===== config.mk =====
export PLATFORM = sky130hd
export DESIGN_NAME = knn_vote_unit
export DESIGN_NICKNAME = d
export VERILOG_FILES = /design/src/rtl/knn_vote_unit.sv
export SDC_FILE = /design/constraint.sdc
export NUM_CORES = 1
export LEC_CHECK = 0
export CAP_MARGIN = 30
export CORE_AREA = 2 2 113 115
export DETAILED_ROUTE_END_ITERATION = 16
export DIE_AREA = 0 0 115 117
export PLACE_DENSITY_LB_ADDON = 0.3
export SYNTH_ARGS = -nofsm -noshare
export SYNTH_HDL_FRONTEND = slang
export SYNTH_SLANG_ARGS = --single-unit

===== constraint.sdc =====
create_clock -name clk_i -period 9.9 [get_ports clk_i]
set_input_delay 0.99 -clock clk_i [delete_from_list [all_inputs] [get_ports clk_i]]
set_output_delay 0.99 -clock clk_i [all_outputs]
set_load 0.005 [all_outputs]

===== src/rtl/knn_vote_unit.sv =====
// knn_vote_unit
//   Consumes one sorted vector of N = 1<<L distance/label pairs from the
//   bitonic sorter. Walks the K nearest entries one per cycle, counting
//   votes per class. Then presents the winning label, its vote count and
//   the nearest distance on a valid/ready handshake.
//
// Ports
//   clk_i, rst_ni           clock, asynchronous active-low reset
//   in_valid_i/in_ready_o   vector handshake (ready only in IDLE)
//   ascending_i             sort direction of in_i, sampled with the vector
//   in_i [W*N]              sorted distances, entry i at [W*(i+1)-1:W*i]
//   in_type_i [TYPE_W*N]    class labels, same layout
//   out_class_o/out_votes_o/out_min_dist_o  registered result
//   out_valid_o/out_ready_i result handshake
//
// Build option
//   KNN_NEAREST_TIE_EN : a tie goes to the tied class whose first vote came
//   from the nearest entry. This adds per-class first-vote index registers.
//   Without it, a tie goes to the lowest class index.
module knn_vote_unit #(
  parameter int L      = 3,
  parameter int W      = 16,
  parameter int TYPE_W = 3,
  parameter int K      = 5,
  parameter int CW     = $clog2(K+1)
) (
  input  logic                     clk_i,
  input  logic                     rst_ni,
  input  logic                     in_valid_i,
  output logic                     in_ready_o,
  input  logic                     ascending_i,
  input  logic [W*(1<<L)-1:0]      in_i,
  input  logic [TYPE_W*(1<<L)-1:0] in_type_i,
  output logic [TYPE_W-1:0]        out_class_o,
  output logic [CW-1:0]            out_votes_o,
  output logic [W-1:0]             out_min_dist_o,
  output logic                     out_valid_o,
  input  logic                     out_ready_i
);
  localparam int N  = 1 << L;
  localparam int NC = 1 << TYPE_W;
  localparam int IW = (K > 1) ? $clog2(K) : 1;

  typedef enum logic [1:0] {IDLE, COUNT, DECIDE, HOLD} state_e;

  state_e                      state_q, state_d;
  logic [IW-1:0]               i_q, i_d;
  logic [NC-1:0][CW-1:0]       cnt_q, cnt_d;
  logic [N-1:0][TYPE_W-1:0]    type_q, type_d;
  logic                        asc_q, asc_d;
  logic [W-1:0]                near_q, near_d;
  logic [TYPE_W-1:0]           cls_q, cls_d;
  logic [CW-1:0]               votes_q, votes_d;
  logic [W-1:0]                mind_q, mind_d;
`ifdef KNN_NEAREST_TIE_EN
  logic [NC-1:0][IW-1:0]       first_q, first_d;
  logic [IW-1:0]               best_f;
`endif

  logic [N-1:0][W-1:0]      in_arr;
  logic [N-1:0][TYPE_W-1:0] in_type_arr;
  logic [L-1:0]             e_idx;
  logic [TYPE_W-1:0]        sel_t;
  logic [TYPE_W-1:0]        best_c;
  logic [CW-1:0]            best_v;
  logic                     unused_in;

  assign in_arr      = in_i;
  assign in_type_arr = in_type_i;
  // Only the two end entries of the distance vector are ever read.
  assign unused_in   = ^in_i;

  // Walk from the near end of the vector in both directions.
  assign e_idx = asc_q ? L'(i_q) : L'(N-1) - L'(i_q);
  assign sel_t = type_q[e_idx];

  // Argmax over the class counters. A strict '>' keeps the lowest index on
  // a tie. With the nearest-tie option, an equal count replaces the current
  // best when that class voted earlier.
  always_comb begin
    best_c = '0;
    best_v = '0;
`ifdef KNN_NEAREST_TIE_EN
    best_f = '1;
`endif
    for (int c = 0; c < NC; c++) begin
`ifdef KNN_NEAREST_TIE_EN
      if (cnt_q[c] > best_v ||
          (cnt_q[c] == best_v && cnt_q[c] != '0 && first_q[c] < best_f)) begin
        best_f = first_q[c];
`else
      if (cnt_q[c] > best_v) begin
`endif
        best_c = TYPE_W'(c);
        best_v = cnt_q[c];
      end
    end
  end

  always_comb begin
    state_d = state_q;
    i_d     = i_q;
    cnt_d   = cnt_q;
    type_d  = type_q;
    asc_d   = asc_q;
    near_d  = near_q;
    cls_d   = cls_q;
    votes_d = votes_q;
    mind_d  = mind_q;
`ifdef KNN_NEAREST_TIE_EN
    first_d = first_q;
`endif
    case (state_q)
      IDLE: if (in_valid_i) begin
        type_d  = in_type_arr;
        asc_d   = ascending_i;
        near_d  = ascending_i ? in_arr[0] : in_arr[N-1];
        cnt_d   = '0;
        i_d     = '0;
        state_d = COUNT;
      end
      COUNT: begin
        cnt_d[sel_t] = cnt_q[sel_t] + CW'(1);
`ifdef KNN_NEAREST_TIE_EN
        if (cnt_q[sel_t] == '0) first_d[sel_t] = i_q;
`endif
        if (i_q == IW'(K-1)) state_d = DECIDE;
        else                 i_d     = i_q + IW'(1);
      end
      DECIDE: begin
        cls_d   = best_c;
        votes_d = best_v;
        mind_d  = near_q;
        state_d = HOLD;
      end
      HOLD: if (out_ready_i) state_d = IDLE;
      default: state_d = IDLE;
    endcase
  end

  always_ff @(posedge clk_i or negedge rst_ni) begin
    if (!rst_ni) begin
      state_q <= IDLE;
      i_q     <= '0;
      cnt_q   <= '0;
      type_q  <= '0;
      asc_q   <= 1'b0;
      near_q  <= '0;
      cls_q   <= '0;
      votes_q <= '0;
      mind_q  <= '0;
`ifdef KNN_NEAREST_TIE_EN
      first_q <= '0;
`endif
    end else begin
      state_q <= state_d;
      i_q     <= i_d;
      cnt_q   <= cnt_d;
      type_q  <= type_d;
      asc_q   <= asc_d;
      near_q  <= near_d;
      cls_q   <= cls_d;
      votes_q <= votes_d;
      mind_q  <= mind_d;
`ifdef KNN_NEAREST_TIE_EN
      first_q <= first_d;
`endif
    end
  end

  assign in_ready_o     = (state_q == IDLE);
  assign out_valid_o    = (state_q == HOLD);
  assign out_class_o    = cls_q;
  assign out_votes_o    = votes_q;
  assign out_min_dist_o = mind_q;
endmodule


**Word-level counts from Yosys, hierarchy flattened**

Cells that the tools add are included.

- Flip-flop bits (word level): 92
- Input bits: 157
- Word-level logic and storage cells: 85

- $add $sub $neg: 3
- Magnitude comparators: 11
- Equality and inequality tests: 8
- Muxes and demuxes: 33
- Reductions and logical operators: 7

Operators with widths:

| operator | count |
|---|---|
| $mux 3 | 20 |
| $pmux 24 s2 | 1 |
| $bwmux 24 | 1 |
| $mux 24 | 1 |
| $gt 3x3->1 | 7 |
| $bmux 3 s3 | 2 |
| $mux 16 | 1 |
| $demux 3 s3 | 1 |
| $lt 3x4->1 const B | 2 |
| $pmux 2 s4 | 1 |
| $add 3x1->3 const B | 2 |
| $mux 2 | 3 |
| $ne 2x2->1 const B | 3 |
| $pmux 3 s2 | 1 |
| $reduce_and 3->1 | 2 |
| $eq 2x2->1 const B | 2 |
| $reduce_and 2->1 | 2 |
| $eq 3x3->1 const B | 1 |
| $ge 3x1->1 const B | 1 |
| $gt 3x1->1 const B | 1 |
| $sub 3x3->3 const A | 1 |
| $eq 2x1->1 const B | 1 |
| $logic_not 2->1 | 1 |
| $ne 2x1->1 const B | 1 |
| other kinds (3) | 3 |

**Longest topological paths before layout**

- Depth after elaboration: 16
- Gate-level depth with buffers: 46
- Mapped depth without buffers: 46

**Least setup slack after synthesis**

No wires, ideal clock.

- Path type: register to register
- Start point: reg cnt_q[4] in the netlist's numbering
- End point: reg votes_q[1] (netlist: out_votes_o[1])
- Arrival: 8389 ps
- Required time: 9805 ps
- Setup slack: 1416 ps
- Cell stages (with the launch flop): 44
- Buffers on the path: 0
- Period minus slack after synthesis: 8484 ps
- Path through: dfrtp_1 ha_1 nor2b_1 o21ai_1 a32oi_1 mux2i_1 ha_1 nor2b_1 o21a_1 o21ai_1 nor2_1 a21o_1 ha_1 nor2b_1 o21ai_0 a32o_1 and2_1 a221o_1 [... 8 more ...] o21a_1 o21ai_1 mux2_2 ha_1 nor2b_1 o21ai_0 nand2b_1 nand2_1 and2_1 a22o_1 or2_1 ha_1 nor2b_1 o21ai_0 inv_1 o21ai_0 nand2_1 o31ai_1

- Cells in the longest elaborated chain, start to end: 14

Ends and longest elaborated chain:

| element | line | source |
|---|---|---|
| from (decl) | 48 | `logic [NC-1:0][CW-1:0] cnt_q, cnt_d;` |
| from (signal assigned) | 158 | `cnt_q <= cnt_d;` |
| $gt 3x3->1 | 92 | `if (cnt_q[c] > best_v) begin` |
| $mux 3 * | 92 |  |
| $gt 3x3->1 | 92 |  |
| $mux 3 * | 92 |  |
| $gt 3x3->1 | 92 |  |
| $mux 3 * | 92 |  |
| $gt 3x3->1 | 92 |  |
| $mux 3 * | 92 |  |
| $gt 3x3->1 | 92 |  |
| $mux 3 * | 92 |  |
| $gt 3x3->1 | 92 |  |
| $mux 3 * | 92 |  |
| $gt 3x3->1 | 92 |  |
| $mux 3 * | 92 |  |
| to (signal assigned) | 163 | `votes_q <= votes_d;` |
| to (decl) | 53 | `logic [CW-1:0] votes_q, votes_d;` |

Mark *: on every way between the ends. The rest lies on a longest branch, timed or not.
A chain may end at the register's enable or synchronous reset.

**Final worst setup path**

- Start point: reg cnt_q[4] in the netlist's numbering
- End point: reg votes_q[0] (netlist: out_votes_o[0])

Same word-level chain as after synthesis.

==> key figures <==
Clock tree
  • Htree depth: 3
  • Clock slew at reported path FFs: 70 ps
  • Hold_buf cts: 0
  • CTS tree: yes
  • CTS Sinks: 92
  • Worst-skew pair later-pin latency: around 330 ps
  • Clk buf depth: 2
  • Root buffer cell: clkbuf_16
  • CTS buffer count: 9

GRT
  • GRT Util Overall: about a fifth
  • Initial antenna violation count: 0
  • Largest net degree at the start of global routing: 58
  • Vias in the first global route: 4678
  • Busiest layer in global routing: met2
  • GR Layer Usage met1: 28.7%
  • GRT Residual Overflow: 0
  • First-pass GRT wire length: approximately 23000 um
  • GR Layer Usage met2: 35.5%
  • Met3 Use GR: 3.86%

Placement
  • Routability cong.: 0.909
  • Number of port buffers: 84
  • Detailed-placement wirelength estimate: 10400 um

Final layout
  • Commonest non-fill, non-tap cells in the layout: dfrtp_1 (92), clkdlybuf4s50_1 (83), nand2_1 (51), mux2i_1 (51), mux2_2 (44)
  • Fin nets: 840
  • Antenna cells: 0
  • Synth-to-layout area growth: 22.1%
  • Commonest non-fill, non-tap cell in the layout: dfrtp_1
  • Reg area: between 2000 and 2500 um2
  • Fill cells: around 1100
  • Area of the multi-input gates: ~3300 um2
  • Layout cells sized above 1: 13.7%

Synth
  • Synth Register Bits: 92
  • Cell area after synthesis: slightly below 6000 um2
  • Synth Warn #: 0
  • Post-Syn Area per Cell: 9.94 um2
  • Netlist cell types: 60
  • Post-synthesis sequential area ratio: 39.7%
  • Ys async rst share: 100%
  • Post-synth EDFFs: 0
  • Syn Nets: 768
  • Most used flip-flop cell after synthesis: dfrtp_1
  • Cells after synthesis: slightly below 600

Routing
  • Via count: 4830
  • Routed len/inst: 17.2 um
  • Detail Route Antenna Nets: 0
  • Mean number of vias per cell: 5.97
  • Number of remaining DRC errors: 0
  • Initial DRC count: roughly 250
  • Total iterations of the first detailed-routing run: 5
  • Routed Wire Length: between 10000 and 15000 um

Timing
  • Highest clock rate: 108 MHz
  • Clock Skew: 5.30 ps
  • Final hold vios: 0
  • Tcrit/Tclk final: 93.4%
  • Final Critical Period: 9250 ps
  • Hold WS: 427 ps
  • Slew Viols, Final: 0
  • Worst Max-Slew Pin Slew: between 900 and 1000 ps
  • Final setup viols: 0
  • Max_slew headroom: ~34%

Setup path
  • Crit-path max FO: 8
  • Startpoint Class: register
  • CP Capture Type: register
  • CP max stage delay: between 400 and 500 ps
  • Worst path required time: 10130 ps
  • Setup Crit Path Kind: reg2reg
  • WP data arrival: between 9000 and 10000 ps
  • Worst path slowest cell: dfrtp_1

Floorplan
  • Row count: 41
  • Die area: 13500 um2
  • I/O pins: about 180
  • Die height: 117 um
  • Core Footprint: 12300 um2
  • Initial Util: 47.1%
  • Die Wd: 115 um

Run
  • Max-cap viol count: 0

Min path
  • Hold/Removal Path Class: in2async

Outcome
  • Status: finished, final reports clean
==> critical path, delay by kind of cell (launching register included) <==
family	cells	cell delay, ps
AOI/OAI and AO/OA	18	3900
muxes	2	680
buffers and inverters	1	70
DFF	1	470
adders and majority gates	7	1980
and+or+nand+nor	14	2020
==> stage by stage <==
step | setup TNS, ps | cells | instance area [um2] | setup slack [ps] | util (%)
floorplan | 0 | 583 | 5790 | 1420 | -
global placement | 0 | 789 | 6700 | 540 | 54.4
detailed placement | 0 | 792 | 6760 | 207 | 54.9
CTS | 0 | 807 | 7020 | 161 | 57.0
global route | -41.4 | 809 | 7070 | -37.5 | 57.4
finish | 0 | 809 | 7070 | 650 | 57.4
==> sequential cells by signal, indices dropped and copies added, names as in the netlist <==
signal and cells:
near_q 16, out_class_o 3, cnt_q 24, type_q 24, state_q 2, out_min_dist_o 16
out_votes_o 3, asc_q 1, i_q 3
==> final timing paths <==
check	from	end	slack (ps)	depth (start not counted)
min in group clk_i	near_q[8]	near_q[8]	480	2
max in group asynchronous	rst_ni	type_q[13]	8550	3
max	cnt_q[4]	out_votes_o[0]	650	42
min reg2reg	near_q[8]	near_q[8]	480	2
min	rst_ni	out_min_dist_o[10]	430	1
max reg2reg	cnt_q[4]	out_votes_o[0]	650	42
==> metal layers <==
metal / wire length (um) / vias up
li1: - / 2298
met1: 6040 / 2335
met2: 6820 / 175
met3: 793 / 22
met4: 239 / 0
met5: 0 / -
==> repair_timing <==
item                                    4_1_cts  5_1_grt
resized for setup                             0        8
endpoints found under the setup margin        0        6
buffers inserted                              0        2
==> cell usage after synthesis (4+ instances only) <==
cell type	instances	area (um2)
dfrtp_1	92	2300
inv_1	22	82.6
and2_1	4	25.0
nand2_1	53	199
nor2b_1	11	68.8
a32o_1	7	70.1
ha_1	28	350
o21bai_1	8	60.1
a211o_1	4	35.0
or3_1	5	31.3
a22oi_1	4	30.0
nor3_1	11	55.1
buf_2	5	25.0
nor2_1	30	113
mux2_2	44	495
clkbuf_1	20	75.1
a21o_1	10	75.1
mux2i_1	52	521
nand2b_1	6	37.5
o221ai_1	4	35.0
o211ai_1	7	52.6
nand3_1	9	45.0
a31oi_1	4	25.0
a21oi_2	4	35.0
o21ai_1	6	30.0
nand4_1	4	25.0
o31ai_1	4	30.0
o21ai_0	38	190
o21a_1	8	60.1
and3_1	5	31.3
a32oi_1	4	35.0
o22ai_1	7	43.8
a21oi_1	11	55.1
==> final cells by class <==
cell class | count | area share (%)
Multi-Input combinational cell | 437 | 46.6
Sequential cell | 92 | 32.5
Timing Repair Buffer | 92 | 13.2
Clock buffer | 10 | 3.24
Tap cell | 150 | 2.65
Inverter | 23 | 1.22
Clock inverter | 5 | 0.531
==> cell families after synthesis <==
| family | after synthesis | share of synthesized area, % |
|---|---|---|
| DFF | 92 | 39.7 |
| adders and majority gates | 28 | 6.05 |
| AOI/OAI and AO/OA | 158 | 19.3 |
| buffers and inverters | 54 | 3.99 |
| muxes | 98 | 18.1 |
| xor gates and xnor gates | 6 | 0.907 |
| and+or+nand+nor | 147 | 12.0 |
Power is not shown: default switching activity piles up to over one toggle a cycle in this logic, so the estimate is an artifact.
